$ cat config.mk
export PLATFORM = sky130hd
export DESIGN_NAME = gbuf_stream_reader
export DESIGN_NICKNAME = d
export VERILOG_FILES = /design/src/rtl/gbuf_stream_reader_pkg.sv /design/src/rtl/gbuf_rd_fifo.sv /design/src/rtl/gbuf_stream_reader.sv
export SDC_FILE = /design/constraint.sdc
export NUM_CORES = 1
export LEC_CHECK = 0
export ABC_CLOCK_PERIOD_IN_PS = 5200
export CAP_MARGIN = 15
export CORE_ASPECT_RATIO = 1.4
export CORE_MARGIN = 2
export CORE_UTILIZATION = 40
export DETAILED_ROUTE_END_ITERATION = 10
export DONT_BUFFER_PORTS = 1
export PLACE_DENSITY_LB_ADDON = 0.2
export SLEW_MARGIN = 15
export SYNTH_ARGS = -nofsm -noshare
export SYNTH_HDL_FRONTEND = slang
export SYNTH_HIERARCHICAL = 1
export SYNTH_SLANG_ARGS = --single-unit
$ cat constraint.sdc
create_clock -name clk -period 5.2 [get_ports clk]
set_input_delay 1.04 -clock clk [delete_from_list [all_inputs] [get_ports clk]]
set_output_delay 1.04 -clock clk [all_outputs]
set_load 0.01 [all_outputs]
$ cat src/rtl/gbuf_stream_reader_pkg.sv
// Shared widths and FSM encoding for the global-buffer stream reader.
package gbuf_stream_reader_pkg;

  localparam int GB_DATA_W = 16;
  localparam int GB_ADDR_W = 32;
  localparam int GB_IDX_W  = 10;

  typedef enum logic [1:0] {
    ST_IDLE  = 2'd0,
    ST_ISSUE = 2'd1,
    ST_DRAIN = 2'd2
  } state_t;

endpackage

$ cat src/rtl/gbuf_rd_fifo.sv
// Small synchronous FIFO holding captured buffer reads; head is shown combinationally.
module gbuf_rd_fifo #(
  parameter int DATA_W = 16,
  parameter int DEPTH  = 4,
  parameter int CNT_W  = $clog2(DEPTH + 1)
) (
  input  logic              clk,
  input  logic              rst,
  input  logic              push,
  input  logic [DATA_W-1:0] push_data,
  input  logic              pop,
  output logic [DATA_W-1:0] head,
  output logic [CNT_W-1:0]  count
);

  localparam int PTR_W = (DEPTH > 1) ? $clog2(DEPTH) : 1;

  logic [DATA_W-1:0] mem_reg [DEPTH];
  logic [PTR_W-1:0]  wr_ptr_reg;
  logic [PTR_W-1:0]  rd_ptr_reg;
  logic [CNT_W-1:0]  count_reg;

  // Entries are reset so the head reads zero straight out of reset.
  genvar gi;
  generate
    for (gi = 0; gi < DEPTH; gi++) begin : g_entry
      always_ff @(posedge clk or posedge rst) begin
        if (rst)
          mem_reg[gi] <= '0;
        else if (push && (wr_ptr_reg == PTR_W'(gi)))
          mem_reg[gi] <= push_data;
      end
    end
  endgenerate

  always_ff @(posedge clk or posedge rst) begin
    if (rst) begin
      wr_ptr_reg <= '0;
      rd_ptr_reg <= '0;
      count_reg  <= '0;
    end else begin
      if (push)
        wr_ptr_reg <= (wr_ptr_reg == PTR_W'(DEPTH - 1)) ? '0 : wr_ptr_reg + 1'b1;
      if (pop)
        rd_ptr_reg <= (rd_ptr_reg == PTR_W'(DEPTH - 1)) ? '0 : rd_ptr_reg + 1'b1;
      case ({push, pop})
        2'b10:   count_reg <= count_reg + 1'b1;
        2'b01:   count_reg <= count_reg - 1'b1;
        default: count_reg <= count_reg;
      endcase
    end
  end

  assign head  = mem_reg[rd_ptr_reg];
  assign count = count_reg;

endmodule

$ cat src/rtl/gbuf_stream_reader.sv
// Reads a strided block from the global buffer and streams it out over valid/ready,
// using FIFO credits so the fixed 1-cycle read latency never drops a word.
module gbuf_stream_reader
  import gbuf_stream_reader_pkg::*;
#(
  parameter int DATA_W     = GB_DATA_W,
  parameter int ADDR_W     = GB_ADDR_W,
  parameter int LEN_W      = 16,
  parameter int FIFO_DEPTH = 4
) (
  input  logic              clk,
  input  logic              rst,
  input  logic              start,
  input  logic [ADDR_W-1:0] base_addr,
  input  logic [LEN_W-1:0]  stride,
  input  logic [LEN_W-1:0]  length,
  output logic              busy,
  output logic              done,
  output logic              gb_ce,
  output logic              gb_we,
  output logic [ADDR_W-1:0] gb_addr,
  input  logic [DATA_W-1:0] gb_rdata,
  output logic              m_valid,
  input  logic              m_ready,
  output logic [DATA_W-1:0] m_data,
  output logic              m_last
);

  localparam int CNT_W = $clog2(FIFO_DEPTH + 1);

  state_t            state_reg;
  logic [ADDR_W-1:0] addr_reg;
  logic [LEN_W-1:0]  stride_reg;
  logic [LEN_W-1:0]  len_reg;
  logic [LEN_W-1:0]  issued_reg;
  logic [LEN_W-1:0]  popped_reg;
  logic              rd_pending_reg;
  logic              done_reg;

  logic [CNT_W-1:0]  fifo_count;
  logic [CNT_W:0]    inflight;
  logic              fifo_pop;

  gbuf_rd_fifo #(
    .DATA_W (DATA_W),
    .DEPTH  (FIFO_DEPTH),
    .CNT_W  (CNT_W)
  ) u_fifo (
    .clk       (clk),
    .rst       (rst),
    .push      (rd_pending_reg),
    .push_data (gb_rdata),
    .pop       (fifo_pop),
    .head      (m_data),
    .count     (fifo_count)
  );

  // Credit check counts the read still in flight; a same-cycle pop is not credited.
  assign inflight = {1'b0, fifo_count} + (CNT_W + 1)'(rd_pending_reg);
  assign gb_ce    = (state_reg == ST_ISSUE) && (inflight <= (CNT_W + 1)'(FIFO_DEPTH - 1));
  assign gb_we    = 1'b0;
  assign gb_addr  = addr_reg;
  assign m_valid  = (fifo_count != '0);
  assign fifo_pop = m_valid && m_ready;
  assign m_last   = m_valid && (popped_reg == len_reg - LEN_W'(1));
  assign busy     = (state_reg != ST_IDLE);
  assign done     = done_reg;

  // Address is accumulated rather than multiplied: base + issued*stride mod 2^ADDR_W.
  always_ff @(posedge clk or posedge rst) begin
    if (rst) begin
      state_reg      <= ST_IDLE;
      addr_reg       <= '0;
      stride_reg     <= '0;
      len_reg        <= '0;
      issued_reg     <= '0;
      popped_reg     <= '0;
      rd_pending_reg <= 1'b0;
      done_reg       <= 1'b0;
    end else begin
      rd_pending_reg <= gb_ce;
      done_reg       <= 1'b0;
      if (fifo_pop)
        popped_reg <= popped_reg + LEN_W'(1);
      case (state_reg)
        ST_IDLE: begin
          if (start) begin
            addr_reg   <= base_addr;
            stride_reg <= stride;
            len_reg    <= length;
            issued_reg <= '0;
            popped_reg <= '0;
            if (length == '0)
              done_reg <= 1'b1;
            else
              state_reg <= ST_ISSUE;
          end
        end
        ST_ISSUE: begin
          if (gb_ce) begin
            issued_reg <= issued_reg + LEN_W'(1);
            addr_reg   <= addr_reg + ADDR_W'(stride_reg);
            if (issued_reg == len_reg - LEN_W'(1))
              state_reg <= ST_DRAIN;
          end
        end
        ST_DRAIN: begin
          if (fifo_pop && m_last) begin
            state_reg <= ST_IDLE;
            done_reg  <= 1'b1;
          end
        end
        default: state_reg <= ST_IDLE;
      endcase
    end
  end

endmodule

### Word level (Yosys, flattened, before mapping)

Cells that the tools add are included.

| word-level totals | value |
|---|---|
| word-level logic and storage cells | 85 |
| output and inout port bits | 54 |
| input port bits | 84 |
| register bits after elaboration | 171 |

| operators by class | value |
|---|---|
| eq/ne operators | 15 |
| mux-type cells | 25 |
| reduce and logical (&&, ||, !) cells | 18 |
| magnitude comparators | 2 |
| bitwise logic cells | 1 |
| add/sub/neg operators | 9 |

Operators with widths:

| kind | number |
|---|---|
| 16-bit two-way mux | 7 |
| 32-bit two-way mux | 2 |
| 32-bit case mux with 2 select lines | 1 |
| 16-bit by 1-bit adder with 16-bit output, second input constant | 2 |
| 32-bit by 16-bit adder with 32-bit output | 1 |
| 16-bit binary-select mux with 2-bit select | 1 |
| 16-bit == test | 2 |
| 16-bit case mux with 2 select lines | 1 |
| 16-bit zero test | 1 |
| 16-bit by 1-bit subtractor with 16-bit output, second input constant | 1 |
| 2-bit two-way mux | 7 |
| 2-bit == test, second input constant | 5 |
| 1-bit logical AND | 8 |
| 2-bit != test, second input constant | 4 |
| 2-bit by 1-bit == test with 1-bit output, second input constant | 3 |
| 2-bit case mux with 3 select lines | 1 |
| 3-bit case mux with 2 select lines | 1 |
| 2-bit nonzero test | 3 |
| 5-bit AND reduction | 1 |
| 2-bit by 1-bit adder with 2-bit output, second input constant | 2 |
| 3-bit by 1-bit adder with 4-bit output | 1 |
| 4-bit by 2-bit less-or-equal comparator with 1-bit output, second input constant | 1 |
| 2-bit zero test | 2 |
| 3-bit by 1-bit adder with 3-bit output, second input constant | 1 |
| 9 further kinds | 11 |

### Longest topological paths before layout

Gate-level depths: netlist of run 1.

| logic depth | value |
|---|---|
| word-level depth | 6 |
| gate-level depth with buffers | 11 |
| mapped depth without buffers | 10 |

### Modules after synthesis

Netlist of run 1, hierarchy kept.

Modules (own cells, without submodules):

| module | times used | seq. area each (um^2) | area an instance (um^2) | cells each |
|---|---|---|---|---|
| gbuf_stream_reader | 1 | 2502.4 | 6661.4 | 801 |
| gbuf_rd_fifo | 1 | 1776.7 | 3379.5 | 187 |

### Worst setup path after synthesis of run 1

OpenSTA, ideal clock, no wires.

| timing path | value |
|---|---|
| kind | flip-flop to output port |
| start point | register len_reg[0] |
| end point | output port m_last |
| arrival | 2.750 ns |
| stages on the path, launching flop included | 11 |
| path buffers | 2 |
| path slack | 1.410 ns |
| path through | dfrtp_1 inv_1 ha_1 or4b_1 buf_2 or4_1 clkbuf_1 a32oi_1 nand4_1 nor4_1 and2_1 |

| on the way | value |
|---|---|
| longest elaborated chain between the ends | 3 |

RTL lines:

| item | RTL line | RTL |
|---|---|---|
| start, declared | gbuf_stream_reader.sv:34 | `logic [LEN_W-1:0] len_reg;` |
| start signal, assigned | gbuf_stream_reader.sv:90 | `len_reg <= length;` |
| 16-bit by 1-bit subtractor with 16-bit output | gbuf_stream_reader.sv:65 | `assign m_last = m_valid && (popped_reg == len_reg - LEN_W'(1));` |
| 16-bit == test | gbuf_stream_reader.sv:65 |  |
| 1-bit logical AND | gbuf_stream_reader.sv:65 |  |
| end, declared | gbuf_stream_reader.sv:26 | `output logic m_last` |

No other way between the ends.

### Worst setup path in the final report of run 1

Same ends and word-level chain as after synthesis.

==> metrics, run 1 <==
area of the mapped netlist=0.0100 mm²; placed wire-length estimate=18000 µm; Clock transition at path regs=0.07 ns; setup tns final=0 ns; worst slew pin tran=1.08 ns; setup bufs post-CTS=0; worst slack, placed=1.05 ns; Critical Path Sink Type=output pin; Post-synth top cells=171 x dfrtp_1, 141 x nand2_1, 61 x nor2_1; max reg flops=64; H-Tree Level Count=4; Hold/Removal Path Class=reg -> reg; outcome=completed; min cycle time layout=around 4.6 ns; Clock Skews=0.00617 ns; CTS Sinks=171; post-synthesis sequential area ratio=42.6%; clock latency on the worst-skew pair=around 0.43 ns; Pre-Repair DR Iteration Count=5; # IOs=138; Cell variety after synth=77; Die Span Y=191 µm; syn avg cell area=10.2 µm²; startpoint class of the critical path=register; P per Cell Area=310 mW/mm²; top cell type's share of synthesized area=42.6%; gr usage total=between 20% and 30%; most common cell in the netlist=dfrtp_1; worst endpoint required time=about 4.2 ns; endpoints failing hold=0; Bufs on Longest Clock Path=2; period utilization=89.3%; Synth Register Bits=171; max-slew violation count=0; # resized after CTS=0; die area=0.0264 mm²; WL/cell=20.3 µm; chip width=138 µm; top cell type by total area after synthesis=dfrtp_1; vias in the first global route=7418; Final GP Congestion=around 0.89; final worst-path setup slack=0.559 ns; Area contributors post-synth=dfrtp_1 43%, mux2_4 6.0%, nand2_1 5.3%; peak supply drop=229 µV; ys async rst share=100%; DR iter-0 viols=349; largest net degree at the start of global routing=81; RSZ-0062 raised after global routing=no; Setup violations, final=0; CTS Hold Bufs=0; P&R area growth vs syn=7.36%; Routed Antenna Nets=0; share of layout cells above drive strength 1=13.8%; Cells after Synth=988; P_leak=approximately 4.9 nW; Vias/cell=5.73; EDFF count, synth=0; Max Clock Freq=0.215 GHz; GRT overflow=0; Main synth FF type=dfrtp_1; Port Buffer Count=0; Post-Syn Nets=1099; Max FO, Critical Path=9; Core ar.=0.0247 mm²; drt drc=0; Rel. slew slack=27.7%; root buf cell=clkbuf_16; CTS Buf Count=17; Yosys warnings=6; Initial Util=40.7%; CTS tree=yes; # rows=between 60 and 70; data arrival time of the critical path=approximately 3.6 ns; initial antenna violation count=1; Crit Path Class=reg -> out; Max-Cap Viols=0; first-pass GRT wire length=41200 µm; detailed-route via count=7336; Nets=approximately 1100; final WL=26000 µm
-- layout make-up --
class | count | area, µm²
Clock inverter | 12 | 150
Multi-Input combinational cell | 732 | 5350
Clock buffer | 20 | 457
Fill cell | 2399 | 13900
Sequential cell | 171 | 4280
Inverter | 22 | 85.1
Antenna cell | 1 | 2.50
Timing Repair Buffer | 8 | 60.1
Tap cell | 315 | 394
-- cell usage in the layout, fill, tap and decap left out, drive strengths merged, types with 8 or more instances in the layout --
cell type,synthesis,routed
dfrtp,171,171
nand2,145,145
mux2,66,66
nor2,61,61
o21ai,42,42
a21oi,41,41
nand3,38,38
xnor2,29,29
xor2,29,29
inv,22,29
ha,25,25
and3,24,24
nor3,21,21
clkbuf,40,20
or3,17,17
mux4,16,16
nor4,15,15
nand4,14,14
a211oi,12,12
o22ai,9,9
nor2b,9,9
and2,9,9
a21o,8,8
mux2i,8,8
buf,23,8
-- power breakdown --
group	leakage [nW]	internal (mW)	switching (mW)
Clock	0.292	0.749	0.580
Combinational	2.56	0.247	0.215
Sequential	2.00	1.40	0.150
Total	4.86	2.40	0.944
-- per-stage QoR --
| stage | instances | hold WS [ns] | total power [mW] | util (%) | instance area (µm²) |
|---|---|---|---|---|---|
| after floorplan | 988 | 0.450 | 1.95 | - | 10000 |
| after global placement | 1248 | 0.465 | 2.04 | 41.2 | 10200 |
| after detailed placement | 1248 | 0.472 | 2.05 | 41.2 | 10200 |
| after CTS | 1280 | 0.489 | 3.41 | 43.7 | 10800 |
| after global routing | 1281 | 0.507 | 3.50 | 43.7 | 10800 |
| final | 1281 | 0.482 | 3.34 | 43.7 | 10800 |
-- per-layer routing --
metal	global-route usage, %	vias up	share of wire (%)
met5	0	-	0
met4	7.89	0	2.7
met3	4.16	33	4.5
met2	34.7	175	51
met1	25.4	3658	41
li1	-	3470	-
-- critical path, stage by stage (launching register included) --
cell     delay (ns)
dfrtp_1        0.45
inv_1          0.10
ha_1           0.29
or4b_1         0.64
or4_1          0.65
a32oi_1        0.22
nand4_1        0.11
nor4_1         0.46
and2_1         0.26
-- logic make-up (layout without fill, tap and decap cells) --
family          count (synthesis)  after routing  share of synthesized area (%)
flops                         171            171                           42.6
simple gates                  384            384                           19.4
buf+inv                        85             62                           4.16
xor+xnor                       61             61                           5.73
compound gates                169            169                           11.0
other cells                     1              2                         0.0373
fa+ha+maj                      27             27                           3.51
mux                            90             90                           13.6
-- path summary, 6_finish.rpt --
path / cells after the start / slack [ns] / end / startpoint
setup / recovery: 8 / 0.56 / m_last / len_reg[0]
hold / removal: 2 / 0.48 / stride_reg[7] / stride_reg[7]
setup reg to reg: 9 / 1.55 / state_reg[0] / len_reg[0]
hold reg to reg: 2 / 0.48 / stride_reg[7] / stride_reg[7]
max in group asynchronous: 2 / 3.43 / state_reg[1] / rst
min in group asynchronous: 1 / 0.61 / popped_reg[3] / rst
Power figures use the tool's default switching activity.
==> run 2, diff against run 1 <==
MAX_ROUTING_LAYER = met4   (was not set)
==> metrics, run 2 (synthesis results as in run 1) <==
outcome=completed (unchanged); Die Span Y=191 µm (unchanged); critical-path cell with the highest stage delay=or4b_1 (was or4_1); P_leak=4.87 nW (was 4.86 nW); GRT overflow=0 (unchanged); max reg flops=64 (unchanged); crit path from=len_reg[0] (unchanged); Pint=2.46 mW (was 2.40 mW); Vias/cell=5.72 (was 5.73); startpoint class of the critical path=register (unchanged); detailed-route via count=7314 (was 7336); clock network fraction of design power=40.2% (was 39.8%); switching portion of total power=26.9% (was 28.3%); Clock Skews=0.00910 ns (was 0.00617 ns); CTS tree=yes (unchanged); Post-DP Area=0.0102 mm² (unchanged); die area=0.0264 mm² (unchanged); worst slack, placed=0.979 ns (was 1.05 ns); worst path cell trace=inv_1 > ha_1 > or4b_1 > or4_1 > a32oi_1 > nand4_1 > nor4_1 > and2_1 (unchanged); data arrival time of the critical path=3.68 ns (was 3.60 ns); P per Cell Area=311 mW/mm² (was 310 mW/mm²); Port Buffer Count=0 (unchanged); largest net degree at the start of global routing=81 (unchanged); CP top delay family=simple AND/OR/NAND/NOR gates (unchanged); design area=0.0108 mm² (about the same); register area=0.00428 mm² (unchanged); final worst-path setup slack=0.482 ns (was 0.559 ns); clock latency on the worst-skew pair=0.44 ns (was 0.43 ns); CTS Buf Count=17 (unchanged); Final Core Density=43.7% (about the same); CTS Sinks=171 (unchanged); placed insts=1248 (unchanged); setup bufs post-CTS=0 (unchanged); worst endpoint required time=4.16 ns (about the same); Filler cells=2423 (was 2399); most common cell after layout, fill and taps aside=dfrtp_1 (unchanged); Final Hold Slack=0.476 ns (was 0.482 ns); Max-Cap Viols=0 (unchanged); Logic pwr share=13.7% (was 13.8%); worst slew pin tran=1.08 ns (about the same); min cycle time layout=4.72 ns (was 4.64 ns); Crit Path Class=reg -> out (unchanged); # resized after CTS=0 (unchanged); final WL=26100 µm (was 26000 µm); WL/cell=20.4 µm (was 20.3 µm); switching power=903 µW (was 944 µW); Final GP Congestion=0.850 (was 0.893); P&R area growth vs syn=7.46% (was 7.36%); crit path buf inv count=1 (unchanged); max-slew violation count=0 (unchanged); Max FO, Critical Path=9 (unchanged); peak supply drop=246 µV (was 229 µV); commonest non-fill, non-tap cells in the layout=171 x dfrtp_1, 141 x nand2_1, 60 x nor2_1, 42 x o21ai_0, 41 x a21oi_1 (unchanged); Worst R2R Start=len_reg[0] (unchanged); drt drc=0 (unchanged); period utilization=90.7% (was 89.3%); initial antenna violation count=0 (was 1); Critical Path Sink Type=output pin (unchanged); origin of the worst min-delay path=stride_reg[5] (was stride_reg[7]); Power Total=3.36 mW (was 3.34 mW); diode count=0 (was 1); # IOs=138 (unchanged); Initial Util=40.7% (unchanged); chip width=138 µm (unchanged); DR iter-0 viols=381 (was 349); Pre-Repair DR Iteration Count=5 (unchanged); endpoints failing hold=0 (unchanged); Sequential Power Share=46.1% (was 46.4%); RSZ-0062 raised after global routing=no (unchanged); Finished Layout Cells=1279 (was 1281); Multi-input gate area=0.00535 mm² (unchanged); vias in the first global route=7311 (was 7418); Max Clock Freq=0.212 GHz (was 0.215 GHz); placed wire-length estimate=18100 µm (was 18000 µm); # rows=68 (unchanged); Core ar.=0.0247 mm² (unchanged); Setup violations, final=0 (unchanged); gr usage total=21.1% (was 20.5%); Bufs on Longest Clock Path=2 (unchanged); Nets=1063 (unchanged); Clock transition at path regs=0.07 ns (about the same); H-Tree Level Count=4 (unchanged); CTS Hold Bufs=0 (unchanged); Rel. slew slack=27.8% (was 27.7%); root buf cell=clkbuf_16 (unchanged); slowest stage delay, CP=0.66 ns (was 0.65 ns); setup tns final=0 ns (unchanged); Routed Antenna Nets=0 (unchanged); Hold/Removal Path Class=reg -> reg (unchanged); first-pass GRT wire length=41300 µm (was 41200 µm); share of layout cells above drive strength 1=13.7% (was 13.8%)
## run 2: cell count changes in the layout (fill, tap and decap cells not counted), sizes merged
cell	before	now
inv	29	24
clkinv	1	4
diode	1	0
clkinvlp	2	0
bufinv	2	3
clkbuf	20	22
## run 2: area by class of cell
type,instances,area share (%)
Clock inverter,9,1.25
Inverter,22,0.789
Tap cell,315,3.65
Sequential cell,171,39.7
Clock buffer,22,4.49
Timing Repair Buffer,8,0.557
Multi-Input combinational cell,732,49.6
## run 2: power groups by stage
stage          combinational [mW]  sequential (mW)  clock (mW)
2_1_floorplan               0.469             1.48           0
3_3_place_gp                0.466             1.58           0
3_5_place_dp                0.469             1.58           0
4_1_cts                     0.472             1.55        1.38
5_1_grt                     0.511             1.57        1.44
6_report                    0.460             1.55        1.35
## run 2: worst min-delay path, stage by stage, from the launching register on
cell     delay (ns)
dfrtp_1        0.34
nand2_1        0.05
nand2_1        0.05
## run 2: final timing paths
path | cells after the start | endpoint | slack, ns
worst min register to register | 2 | stride_reg[5] | 0.48
worst min-delay path | 2 | stride_reg[5] | 0.48
min in group asynchronous | 1 | u_fifo/mem_reg[39] | 0.54
worst max-delay path | 8 | m_last | 0.48
max in group asynchronous | 2 | issued_reg[11] | 3.46
worst max register to register | 9 | state_reg[0] | 1.55
## run 2: per-layer routing
metal / up-vias / track usage (%) / routed length, µm
li1: 3470 / - / -
met1: 3632 / 25.6 / 10800
met2: 175 / 34.5 / 13300
met3: 37 / 4.27 / 1250
met4: 0 / 7.73 / 697
met5: - / - / 0
